<file path="src/rtl/micro_sequencer_if.sv">
// micro_sequencer_if: IR fields and memory handshake in, datapath control lines out.
interface micro_sequencer_if #(parameter int UPC_W = 4);
  logic [5:0] OP_Code;
  logic [5:0] Func;
  logic mem_ready;
  logic pc_wr;
  logic pc_wr_cond;
  logic [1:0] pc_src;
  logic ir_wr;
  logic mem_rd;
  logic mem_wr;
  logic i_or_d;
  logic reg_wr;
  logic reg_dst;
  logic mem_to_reg;
  logic alu_src_a;
  logic [1:0] alu_src_b;
  logic [2:0] alu_op;
  logic [UPC_W-1:0] upc;
  logic inst_done;
  logic trap;
  modport master (
    input OP_Code, Func, mem_ready,
    output pc_wr, pc_wr_cond, pc_src, ir_wr, mem_rd, mem_wr, i_or_d, reg_wr, reg_dst,
           mem_to_reg, alu_src_a, alu_src_b, alu_op, upc, inst_done, trap
  );
  modport slave (
    output OP_Code, Func, mem_ready,
    input pc_wr, pc_wr_cond, pc_src, ir_wr, mem_rd, mem_wr, i_or_d, reg_wr, reg_dst,
          mem_to_reg, alu_src_a, alu_src_b, alu_op, upc, inst_done, trap
  );
endinterface

</file>
<file path="src/rtl/micro_sequencer.sv">
// micro_sequencer: microprogrammed control unit for the multi-cycle MIPS datapath.
module micro_sequencer #(parameter int UPC_W = 4) (
  input logic clk,
  input logic rst_n,
  micro_sequencer_if.master bus
);
  localparam logic [UPC_W-1:0] S_FETCH = UPC_W'(0);
  localparam logic [UPC_W-1:0] S_DECODE = UPC_W'(1);
  localparam logic [UPC_W-1:0] S_MEM_ADDR = UPC_W'(2);
  localparam logic [UPC_W-1:0] S_MEM_READ = UPC_W'(3);
  localparam logic [UPC_W-1:0] S_LW_WB = UPC_W'(4);
  localparam logic [UPC_W-1:0] S_MEM_WRITE = UPC_W'(5);
  localparam logic [UPC_W-1:0] S_R_EXEC = UPC_W'(6);
  localparam logic [UPC_W-1:0] S_R_WB = UPC_W'(7);
  localparam logic [UPC_W-1:0] S_BEQ = UPC_W'(8);
  localparam logic [UPC_W-1:0] S_JUMP = UPC_W'(9);
  localparam logic [UPC_W-1:0] S_ADDI_EXEC = UPC_W'(10);
  localparam logic [UPC_W-1:0] S_I_WB = UPC_W'(11);
  localparam logic [UPC_W-1:0] S_TRAP = UPC_W'(12);
  logic [UPC_W-1:0] r_upc;
  logic [UPC_W-1:0] w_nxt;
  logic [UPC_W-1:0] w_disp1;
  logic [2:0] r_alu_fn;
  logic [2:0] w_alu_fn;
  logic r_is_sw;
  logic r_trap;
  logic w_func_ok;
  logic [11:0] w_s;
  // IR fields are only valid in DECODE, so the R-type op and the lw/sw choice are captured there
  always_ff @(posedge clk) begin
    if (!rst_n) begin
      r_upc <= S_FETCH;
      r_trap <= 1'b0;
      r_alu_fn <= 3'd0;
      r_is_sw <= 1'b0;
    end else begin
      r_upc <= w_nxt;
      r_trap <= r_trap | (w_nxt == S_TRAP);
      if (r_upc == S_DECODE) begin
        r_alu_fn <= w_alu_fn;
        r_is_sw <= bus.OP_Code == 6'h2b;
      end
    end
  end
  always_comb begin
    w_alu_fn = 3'd0;
    w_func_ok = 1'b1;
    case (bus.Func)
      6'h21: w_alu_fn = 3'd0;
      6'h23: w_alu_fn = 3'd1;
      6'h24: w_alu_fn = 3'd2;
      6'h25: w_alu_fn = 3'd3;
      6'h2a: w_alu_fn = 3'd4;
      default: w_func_ok = 1'b0;
    endcase
    case (bus.OP_Code)
      6'h00: w_disp1 = w_func_ok ? S_R_EXEC : S_TRAP;
      6'h23, 6'h2b: w_disp1 = S_MEM_ADDR;
      6'h04: w_disp1 = S_BEQ;
      6'h02: w_disp1 = S_JUMP;
      6'h09: w_disp1 = S_ADDI_EXEC;
      default: w_disp1 = S_TRAP;
    endcase
    case (r_upc)
      S_FETCH: w_nxt = bus.mem_ready ? S_DECODE : S_FETCH;
      S_DECODE: w_nxt = w_disp1;
      S_MEM_ADDR: w_nxt = r_is_sw ? S_MEM_WRITE : S_MEM_READ;
      S_MEM_READ: w_nxt = bus.mem_ready ? S_LW_WB : S_MEM_READ;
      S_MEM_WRITE: w_nxt = bus.mem_ready ? S_FETCH : S_MEM_WRITE;
      S_R_EXEC: w_nxt = S_R_WB;
      S_ADDI_EXEC: w_nxt = S_I_WB;
      S_LW_WB, S_R_WB, S_BEQ, S_JUMP, S_I_WB: w_nxt = S_FETCH;
      default: w_nxt = S_TRAP;
    endcase
  end
  // one-hot view of the live state; empty while in reset or TRAP, which silences every control
  always_comb begin
    w_s = rst_n ? (12'd1 << r_upc) : 12'd0;
    bus.ir_wr = w_s[0] & bus.mem_ready;
    bus.pc_wr = (w_s[0] & bus.mem_ready) | w_s[9];
    bus.pc_wr_cond = w_s[8];
    bus.pc_src = w_s[9] ? 2'd2 : w_s[8] ? 2'd1 : 2'd0;
    bus.mem_rd = w_s[0] | w_s[3];
    bus.mem_wr = w_s[5];
    bus.i_or_d = w_s[3] | w_s[5];
    bus.reg_wr = w_s[4] | w_s[7] | w_s[11];
    bus.reg_dst = w_s[7];
    bus.mem_to_reg = w_s[4];
    bus.alu_src_a = w_s[2] | w_s[6] | w_s[8] | w_s[10];
    bus.alu_src_b = w_s[0] ? 2'd1 : w_s[1] ? 2'd3 : (w_s[2] | w_s[10]) ? 2'd2 : 2'd0;
    bus.alu_op = w_s[6] ? r_alu_fn : w_s[8] ? 3'd1 : 3'd0;
    bus.inst_done = w_s[4] | w_s[7] | w_s[8] | w_s[9] | w_s[11] | (w_s[5] & bus.mem_ready);
    bus.upc = r_upc;
    bus.trap = r_trap;
  end
endmodule

</file>
<file path="src/flat_wrapper.sv">
// flat-port wrapper written by rule: the top's interface ports become plain ports
module micro_sequencer_flat 
#(parameter int UPC_W = 4)
  (clk, rst_n, bus_OP_Code, bus_Func, bus_mem_ready, bus_pc_wr, bus_pc_wr_cond, bus_pc_src, bus_ir_wr, bus_mem_rd, bus_mem_wr, bus_i_or_d, bus_reg_wr, bus_reg_dst, bus_mem_to_reg, bus_alu_src_a, bus_alu_src_b, bus_alu_op, bus_upc, bus_inst_done, bus_trap);
  micro_sequencer_if #(.UPC_W(UPC_W)) bus_i ();
  input logic clk;
  input logic rst_n;
  input wire logic [$bits(bus_i.OP_Code)-1:0] bus_OP_Code;
  input wire logic [$bits(bus_i.Func)-1:0] bus_Func;
  input wire logic [$bits(bus_i.mem_ready)-1:0] bus_mem_ready;
  output wire logic [$bits(bus_i.pc_wr)-1:0] bus_pc_wr;
  output wire logic [$bits(bus_i.pc_wr_cond)-1:0] bus_pc_wr_cond;
  output wire logic [$bits(bus_i.pc_src)-1:0] bus_pc_src;
  output wire logic [$bits(bus_i.ir_wr)-1:0] bus_ir_wr;
  output wire logic [$bits(bus_i.mem_rd)-1:0] bus_mem_rd;
  output wire logic [$bits(bus_i.mem_wr)-1:0] bus_mem_wr;
  output wire logic [$bits(bus_i.i_or_d)-1:0] bus_i_or_d;
  output wire logic [$bits(bus_i.reg_wr)-1:0] bus_reg_wr;
  output wire logic [$bits(bus_i.reg_dst)-1:0] bus_reg_dst;
  output wire logic [$bits(bus_i.mem_to_reg)-1:0] bus_mem_to_reg;
  output wire logic [$bits(bus_i.alu_src_a)-1:0] bus_alu_src_a;
  output wire logic [$bits(bus_i.alu_src_b)-1:0] bus_alu_src_b;
  output wire logic [$bits(bus_i.alu_op)-1:0] bus_alu_op;
  output wire logic [$bits(bus_i.upc)-1:0] bus_upc;
  output wire logic [$bits(bus_i.inst_done)-1:0] bus_inst_done;
  output wire logic [$bits(bus_i.trap)-1:0] bus_trap;
  assign bus_i.OP_Code = bus_OP_Code;
  assign bus_i.Func = bus_Func;
  assign bus_i.mem_ready = bus_mem_ready;
  assign bus_pc_wr = bus_i.pc_wr;
  assign bus_pc_wr_cond = bus_i.pc_wr_cond;
  assign bus_pc_src = bus_i.pc_src;
  assign bus_ir_wr = bus_i.ir_wr;
  assign bus_mem_rd = bus_i.mem_rd;
  assign bus_mem_wr = bus_i.mem_wr;
  assign bus_i_or_d = bus_i.i_or_d;
  assign bus_reg_wr = bus_i.reg_wr;
  assign bus_reg_dst = bus_i.reg_dst;
  assign bus_mem_to_reg = bus_i.mem_to_reg;
  assign bus_alu_src_a = bus_i.alu_src_a;
  assign bus_alu_src_b = bus_i.alu_src_b;
  assign bus_alu_op = bus_i.alu_op;
  assign bus_upc = bus_i.upc;
  assign bus_inst_done = bus_i.inst_done;
  assign bus_trap = bus_i.trap;
  micro_sequencer #(.UPC_W(UPC_W)) u_core (.clk(clk), .rst_n(rst_n), .bus(bus_i));
endmodule
</file>
<file path="config.mk">
export PLATFORM = sky130hd
export DESIGN_NAME = micro_sequencer_flat
export DESIGN_NICKNAME = d
export VERILOG_FILES = /design/src/rtl/micro_sequencer_if.sv /design/src/rtl/micro_sequencer.sv /design/src/flat_wrapper.sv
export SDC_FILE = /design/constraint.sdc
export NUM_CORES = 1
export LEC_CHECK = 0
export CORE_ASPECT_RATIO = 0.8
export CORE_MARGIN = 3
export CORE_UTILIZATION = 42
export CTS_CLUSTER_SIZE = 40
export DETAILED_ROUTE_END_ITERATION = 8
export PLACE_DENSITY = 0.79
export SLEW_MARGIN = 20
export SYNTH_ARGS = -nofsm -noshare
export SYNTH_HDL_FRONTEND = slang
export SYNTH_SLANG_ARGS = --single-unit
</file>
<file path="constraint.sdc">
create_clock -name clk -period 2.3 [get_ports clk]
set_input_delay 0.575 -clock clk [delete_from_list [all_inputs] [get_ports clk]]
set_output_delay 0.575 -clock clk [all_outputs]
set_load 0.005 [all_outputs]
</file>
==> metrics.txt, run 1 <==
Synth Instances=127; final hold vios=0; Crit Path Class=input pin to output pin; skew final=0.000336 ns; Die ar.=approximately 0.0027 mm²; Syn Nets=about 140; Core Rows=14; number of enable flip-flop cells after synthesis=0; CP Buf/Inv Count=4; worst-path cell with the longest stage delay=or3_4; global-route wire length before repair=4.64 mm; Max-Cap Viols=0; Final WS setup=-0.00152 ns; # diodes=0; slowest stage delay, CP=0.38 ns; ys flop type=dfxtp_1; via count=approximately 1200; Cell variety after synth=38; Residual DRC=0; Worst setup SP type=input pin; # setup viols final=1; area used by multi-input combinational logic=between 700 and 800 µm²; final period utilization=100%; post-route ant nets=0; cts hold-fix bufs=0; PortBufs=37; CTS tree=done; Tot Pwr=498 µW; TritonCTS buffer count=3; layout cells sized above 1=between 20 and 30%; Die Height=around 47 µm; pin count of the biggest net entering global routing=15; hold slack=between 0.4 and 0.5 ns; H-tree level count=1; cells along the critical path=clkdlybuf4s15_2 > inv_1 > or3_4 > buf_4 > nor2_1 > dlygate4sd2_1; Slew Viols, Final=0; Max-Slew Margin vs Limit=between 70% and 80%; Sequential Area=195 µm²; Yosys reg bits=9; I/O Pins=38; LEAKAGE=about 0.00063 µW; DR WL/cell=14.9 µm; vias in the first global route=1095; # clock sinks=9; fillers=150; cell family with most CP delay=buffers and inverters; max frequency=434 MHz; PwrDens=333 mW/mm²; nets=196; Clock transition at path regs=about 0.060 ns; Layout area overhead=67.7%; vias per std cell=5.78; grt total ovfl=0; clock insertion delay at the later pin of the skew report=0.27 ns; initial antenna violation count=0; Hold Path Class=flip-flop to flip-flop; critical path endpoint category=output pin; unrepaired setup endpoints after global routing=yes; CP max FO=3; clock tree buffer depth=2; peak supply drop=approximately 0.28 mV; Detail Placement HPWL=2.36 mm; asr flop ratio synth=0%; min cycle time layout=2.30 ns; Critical Path AT=1.73 ns; yosys warns=0; CTS root buf=clkbuf_4; slew of the pin with the lowest slew margin=about 0.40 ns; failing checks=setup timing; synthesized area=just under 900 µm²; Die Wd=roughly 57 µm; sequential area share after synthesis=20.2%; 1st-pass router iterations=4; drt first-iter violations=52; required time worst endpoint=1.73 ns; syn avg cell area=7.01 µm²; core area=approximately 0.002 mm²; Reg2Reg Setup Slack=roughly 0.55 ns; GRT Util Overall=between 20% and 30%; Starting Density=45.8%; run status=finished with violations; GP Congestion=0.831; total routed wirelength=approximately 3.0 mm
-- where the power goes --
part           internal [µW]  total [µW]  leakage, µW  switching (µW)
Combinational            108         195     0.000539            86.3
Sequential               159         174    0.0000759            14.7
Clock                   67.3         129    0.0000150            61.9
-- cells by family (layout without fill, tap and decap cells) --
group,Yosys count,after routing,synth area share [%]
AOI/OAI and AO/OA,30,30,23.3
xor gates and xnor gates,3,3,2.95
buffers and inverters,12,65,5.62
DFF,9,9,20.2
and+or+nand+nor,73,73,47.9
-- Yosys cell counts (2+ instances only) --
cell      count  area [µm²]
a21oi_1      10        50.1
a31oi_1       5        31.3
and4_1        2        17.5
clkbuf_1      8        30.0
dfxtp_1       9         180
inv_1         2        7.51
nand2_1       5        18.8
nand2b_1     11        68.8
nand2b_4      2        27.5
nand3_1       3        15.0
nand3b_1      2        15.0
nor2_1       21        78.8
nor2b_1       5        31.3
nor3_1        5        25.0
nor3b_1       2        15.0
nor4_1        3        18.8
nor4b_1       2        17.5
nor4bb_1      3        30.0
o21ai_0       4        20.0
o21ai_1       2        10.0
or3_1         3        18.8
xnor2_1       2        17.5
-- worst paths after layout --
check	to	cells past startpoint	startpoint
setup / recovery	bus_mem_to_reg	6	rst_n
hold / removal	u_core.r_alu_fn[1]	2	u_core.r_alu_fn[1]
setup reg to reg	u_core.bus.trap	6	u_core.bus.upc[2]
hold reg to reg	u_core.r_alu_fn[1]	2	u_core.r_alu_fn[1]
-- per-stage QoR --
step                instance area, µm²   TNS, ns  instances  utilization, %  setup WS [ns]
global route                      1490   -0.0554        204            76.8        -0.0259
CTS                               1460         0        203            74.9         0.0111
floorplan                          897         0        127               -         0.0114
detailed placement                1410     -6.26        199            72.7         -0.603
global placement                  1410     -5.71        199            72.7         -0.557
finish                            1490  -0.00152        204            76.8       -0.00152
-- final cells by class --
class | instances | area share (%)
timing repair buffer | 59 | 35.2
inverter | 2 | 0.503
clock buffer | 4 | 1.76
multi-input combinational | 106 | 47.5
tap | 24 | 2.01
sequential | 9 | 13.1
-- state kept, by name, indices dropped and copies added, names as in the netlist --
signal	cells
u_core.r_alu_fn	3
u_core.r_is_sw	1
u_core.bus.upc	4
u_core.bus.trap	1
-- metal layers --
| layer | global-route usage, % | wire [µm] | vias to the layer above | share of wire, % |
|---|---|---|---|---|
| met4 | 6.94 | 17 | 0 | 0.56 |
| met5 | 0 | 0 | - | 0 |
| met3 | 4.95 | 199 | 4 | 6.5 |
| met1 | 27.4 | 1330 | 554 | 44 |
| li1 | - | - | 572 | - |
| met2 | 39.2 | 1500 | 50 | 49 |
-- placed cells by master, fill, tap and decap left out, types with 4 or more instances in the layout --
cell             instances
clkdlybuf4s50_1         23
buf_4                   21
nor2_1                  18
a21oi_1                 10
nand2b_1                 9
a31oi_1                  5
nand2_1                  5
nor3_1                   5
dlymetal6s2s_1           5
dlygate4sd2_1            5
dfxtp_1                  5
o21ai_0                  4
dfxtp_4                  4
-- worst reg2reg max path, stage by stage, from the launching register on --
cell      delay [ns]
dfxtp_4         0.37
buf_4           0.17
or3_1           0.37
a211o_1         0.27
nand2b_4        0.16
a31oi_4         0.18
a32o_1          0.18
-- timing repair --
item | in CTS | in global routing
setup endpoints to repair | 19 | 13
gates resized for setup | 25 | 17
pin swaps | 3 | 1
setup buffers | 0 | 1
Note: power is estimated with default switching activity, not from simulation.
==> run 2: changes to the inputs <==
--- a/config.mk
+++ b/config.mk
@@ -5,6 +5,7 @@
 export SDC_FILE = /design/constraint.sdc
 export NUM_CORES = 1
 export LEC_CHECK = 0
+export CAP_MARGIN = 5
 export CORE_ASPECT_RATIO = 0.8
 export CORE_MARGIN = 3
 export CORE_UTILIZATION = 42
==> results of run 2 <==
The final DEF is identical to that of run 1; final timing and power are the same.
==> run 3: changes to the inputs <==
--- a/config.mk
+++ b/config.mk
@@ -9,6 +9,7 @@
 export CORE_ASPECT_RATIO = 0.8
 export CORE_MARGIN = 3
 export CORE_UTILIZATION = 42
+export CTS_CLUSTER_DIAMETER = 100
 export CTS_CLUSTER_SIZE = 40
 export DETAILED_ROUTE_END_ITERATION = 8
 export PLACE_DENSITY = 0.79
==> results of run 3 <==
The final DEF is identical to that of run 1; final timing and power are the same.
==> RTL change (settings of run 3) <==
`UPC_W` is set to 4 in 3 places; all go to 3.
--- a/src/rtl/micro_sequencer_if.sv
+++ b/src/rtl/micro_sequencer_if.sv
@@ -1,5 +1,5 @@
 // micro_sequencer_if: IR fields and memory handshake in, datapath control lines out.
-interface micro_sequencer_if #(parameter int UPC_W = 4);
+interface micro_sequencer_if #(parameter int UPC_W = 3);
   logic [5:0] OP_Code;
   logic [5:0] Func;
   logic mem_ready;
--- a/src/rtl/micro_sequencer.sv
+++ b/src/rtl/micro_sequencer.sv
@@ -1,5 +1,5 @@
 // micro_sequencer: microprogrammed control unit for the multi-cycle MIPS datapath.
-module micro_sequencer #(parameter int UPC_W = 4) (
+module micro_sequencer #(parameter int UPC_W = 3) (
   input logic clk,
   input logic rst_n,
   micro_sequencer_if.master bus
--- a/src/flat_wrapper.sv
+++ b/src/flat_wrapper.sv
@@ -1,6 +1,6 @@
 // flat-port wrapper written by rule: the top's interface ports become plain ports
 module micro_sequencer_flat 
-#(parameter int UPC_W = 4)
+#(parameter int UPC_W = 3)
   (clk, rst_n, bus_OP_Code, bus_Func, bus_mem_ready, bus_pc_wr, bus_pc_wr_cond, bus_pc_src, bus_ir_wr, bus_mem_rd, bus_mem_wr, bus_i_or_d, bus_reg_wr, bus_reg_dst, bus_mem_to_reg, bus_alu_src_a, bus_alu_src_b, bus_alu_op, bus_upc, bus_inst_done, bus_trap);
   micro_sequencer_if #(.UPC_W(UPC_W)) bus_i ();
   input logic clk;
Ports: changed (resized bus_upc); port bits go from 38 to 37. No check against the original RTL was run, so the function may have changed too.
==> RTL change against run 3 <==
Sequential share of layout area is 0.91 points higher; worst hold slack gained 0.037 ns; largest power group is now registers; clock power decreased by 16%; core utilization increased by 3.1 points; area after synthesis shrank 18%; total power is 27% lower; wire length fell by 24%; worst setup slack better by 0.052 ns; non-clock buffer count fell by 9; design area shrank 20%; sequential cell count is 1 lower; critical endpoint is now bus_alu_op[0].
==> RTL change: results (changes against run 3) <==
- Status: finished, final reports clean
- GRT Util Overall: 21.1% (-1.1 points)
- Ratio of cells with drive above 1 in the final layout: 24.5% (-1.1 points)
- Fillers: 117 (-22%)
- Mux cell area share after synthesis: 1.37% (+1.4 points)
- DR WL/cell: 14.5 um (-2.7%)
- Routability cong.: 0.847 (+1.9%)
- Vias post-DR: 864 (-27%)
- Leakage: 0.603 nW (-4.3%)
- Final nets: 156 (-20%)
- Sequential area share after synthesis: 21.9% (+1.7 points)
- Slowest CP cell: clkdlybuf4s50_1
- XOR/XNOR Fraction of Synth Area: 2.40% (-0.55 points)
- VDD IR max: 337 uV (+21%)
- CP max FO: 4 (+1)
- DR iter-0 viols: 17 (-67%)
- Post-synth top cells: 10 x nor2_1, 8 x dfxtp_1, 6 x nand2_1
- Post-synthesis average cell area: 7.86 um2 (+12%)
- Buffers on Ports: 33 (-11%)
- Synth Area in Compound Gates: 20.7% (-2.6 points)
- Largest net degree at the start of global routing: 13 (-2)
- Vias in the first global route: 795 (-27%)
- Final Skew: 0.00172 ns (+0.00138 ns)
- First-pass GRT wire length: 3580 um (-23%)
- Synth area leaders: dfxtp_1 22%, buf_6 6.2%, nor2_1 5.1%
- Least-Margin Pin Slew: 0.597 ns (+0.195 ns)
- Synth unique cells: 42 (+11%)
==> RTL change: cell types whose count changed in the layout (fill, tap and decap cells not counted), moves of 4 or more <==
| cell | before | now |
|---|---|---|
| buf_4 | 21 | 17 |
| a21oi_1 | 10 | 4 |
| a31oi_1 | 5 | 0 |
| nand2b_1 | 9 | 3 |
| nor2_1 | 18 | 9 |
| and3_1 | 0 | 4 |
==> RTL change: kinds of logic (layout without fill, tap and decap cells) <==
group                     after synthesis  after routing
other                                   1              3
AOI/OAI and AO/OA                      21             21
xor gates and xnor gates                2              2
muxes                                   1              1
buffers and inverters                  11             55
and+or+nand+nor                        49             49
DFF                                     8              8
==> RTL change: through the flow <==
step           power [W]  hold slack (ns)  area [um2]
2_1_floorplan   0.000194            0.436         738
4_1_cts         0.000368            0.482        1160
6_report        0.000365            0.484        1200
3_3_place_gp    0.000254            0.448        1130
5_1_grt         0.000389            0.511        1200
3_5_place_dp    0.000256            0.475        1130
==> RTL change: layout make-up <==
class                      count  share of cell area, %
clock buffer                   3                   1.88
inverter                       2                  0.834
multi-input combinational     76                   41.9
sequential                     8                   14.0
tap                           21                   2.19
timing repair buffer          50                   39.2
==> RTL change: per-layer routing <==
metal,wire [um],global-route usage [%],vias to the layer above
met5,0,0,-
met2,1170,33.7,34
met4,53,7.65,0
met3,134,6.67,6
li1,-,-,424
met1,965,26.5,400
==> RTL change: worst max-delay path, delay by kind of cell <==
family	cells	cell delay, ns
buf+inv	3	0.78
simple gates	2	0.31
==> RTL change: repair_timing <==
item | CTS | global route
resized for setup | 10 | 11
pin swaps | 1 | 1
buffers inserted | 0 | 1
setup endpoints to repair | 15 | 9
==> RTL change: path summary, 6_finish.rpt <==
check | to | from | slack [ns]
max reg2reg | u_core.bus.trap$_SDFF_PN0_ | u_core.bus.upc[1]$_SDFF_PN0_ | 0.57
max | bus_alu_op[0] | rst_n | 0.05
min reg2reg | u_core.r_alu_fn[2]$_SDFFE_PN0P_ | u_core.r_alu_fn[2]$_SDFFE_PN0P_ | 0.48
min | u_core.r_alu_fn[2]$_SDFFE_PN0P_ | u_core.r_alu_fn[2]$_SDFFE_PN0P_ | 0.48
==> RTL change: report_power, final <==
| part | switching, W | internal (W) | total [W] |
|---|---|---|---|
| combinational | 0.0000453 | 0.0000651 | 0.000110 |
| sequential | 0.00000538 | 0.000140 | 0.000145 |
| clock | 0.0000494 | 0.0000598 | 0.000109 |
| total | 0.000100 | 0.000265 | 0.000365 |
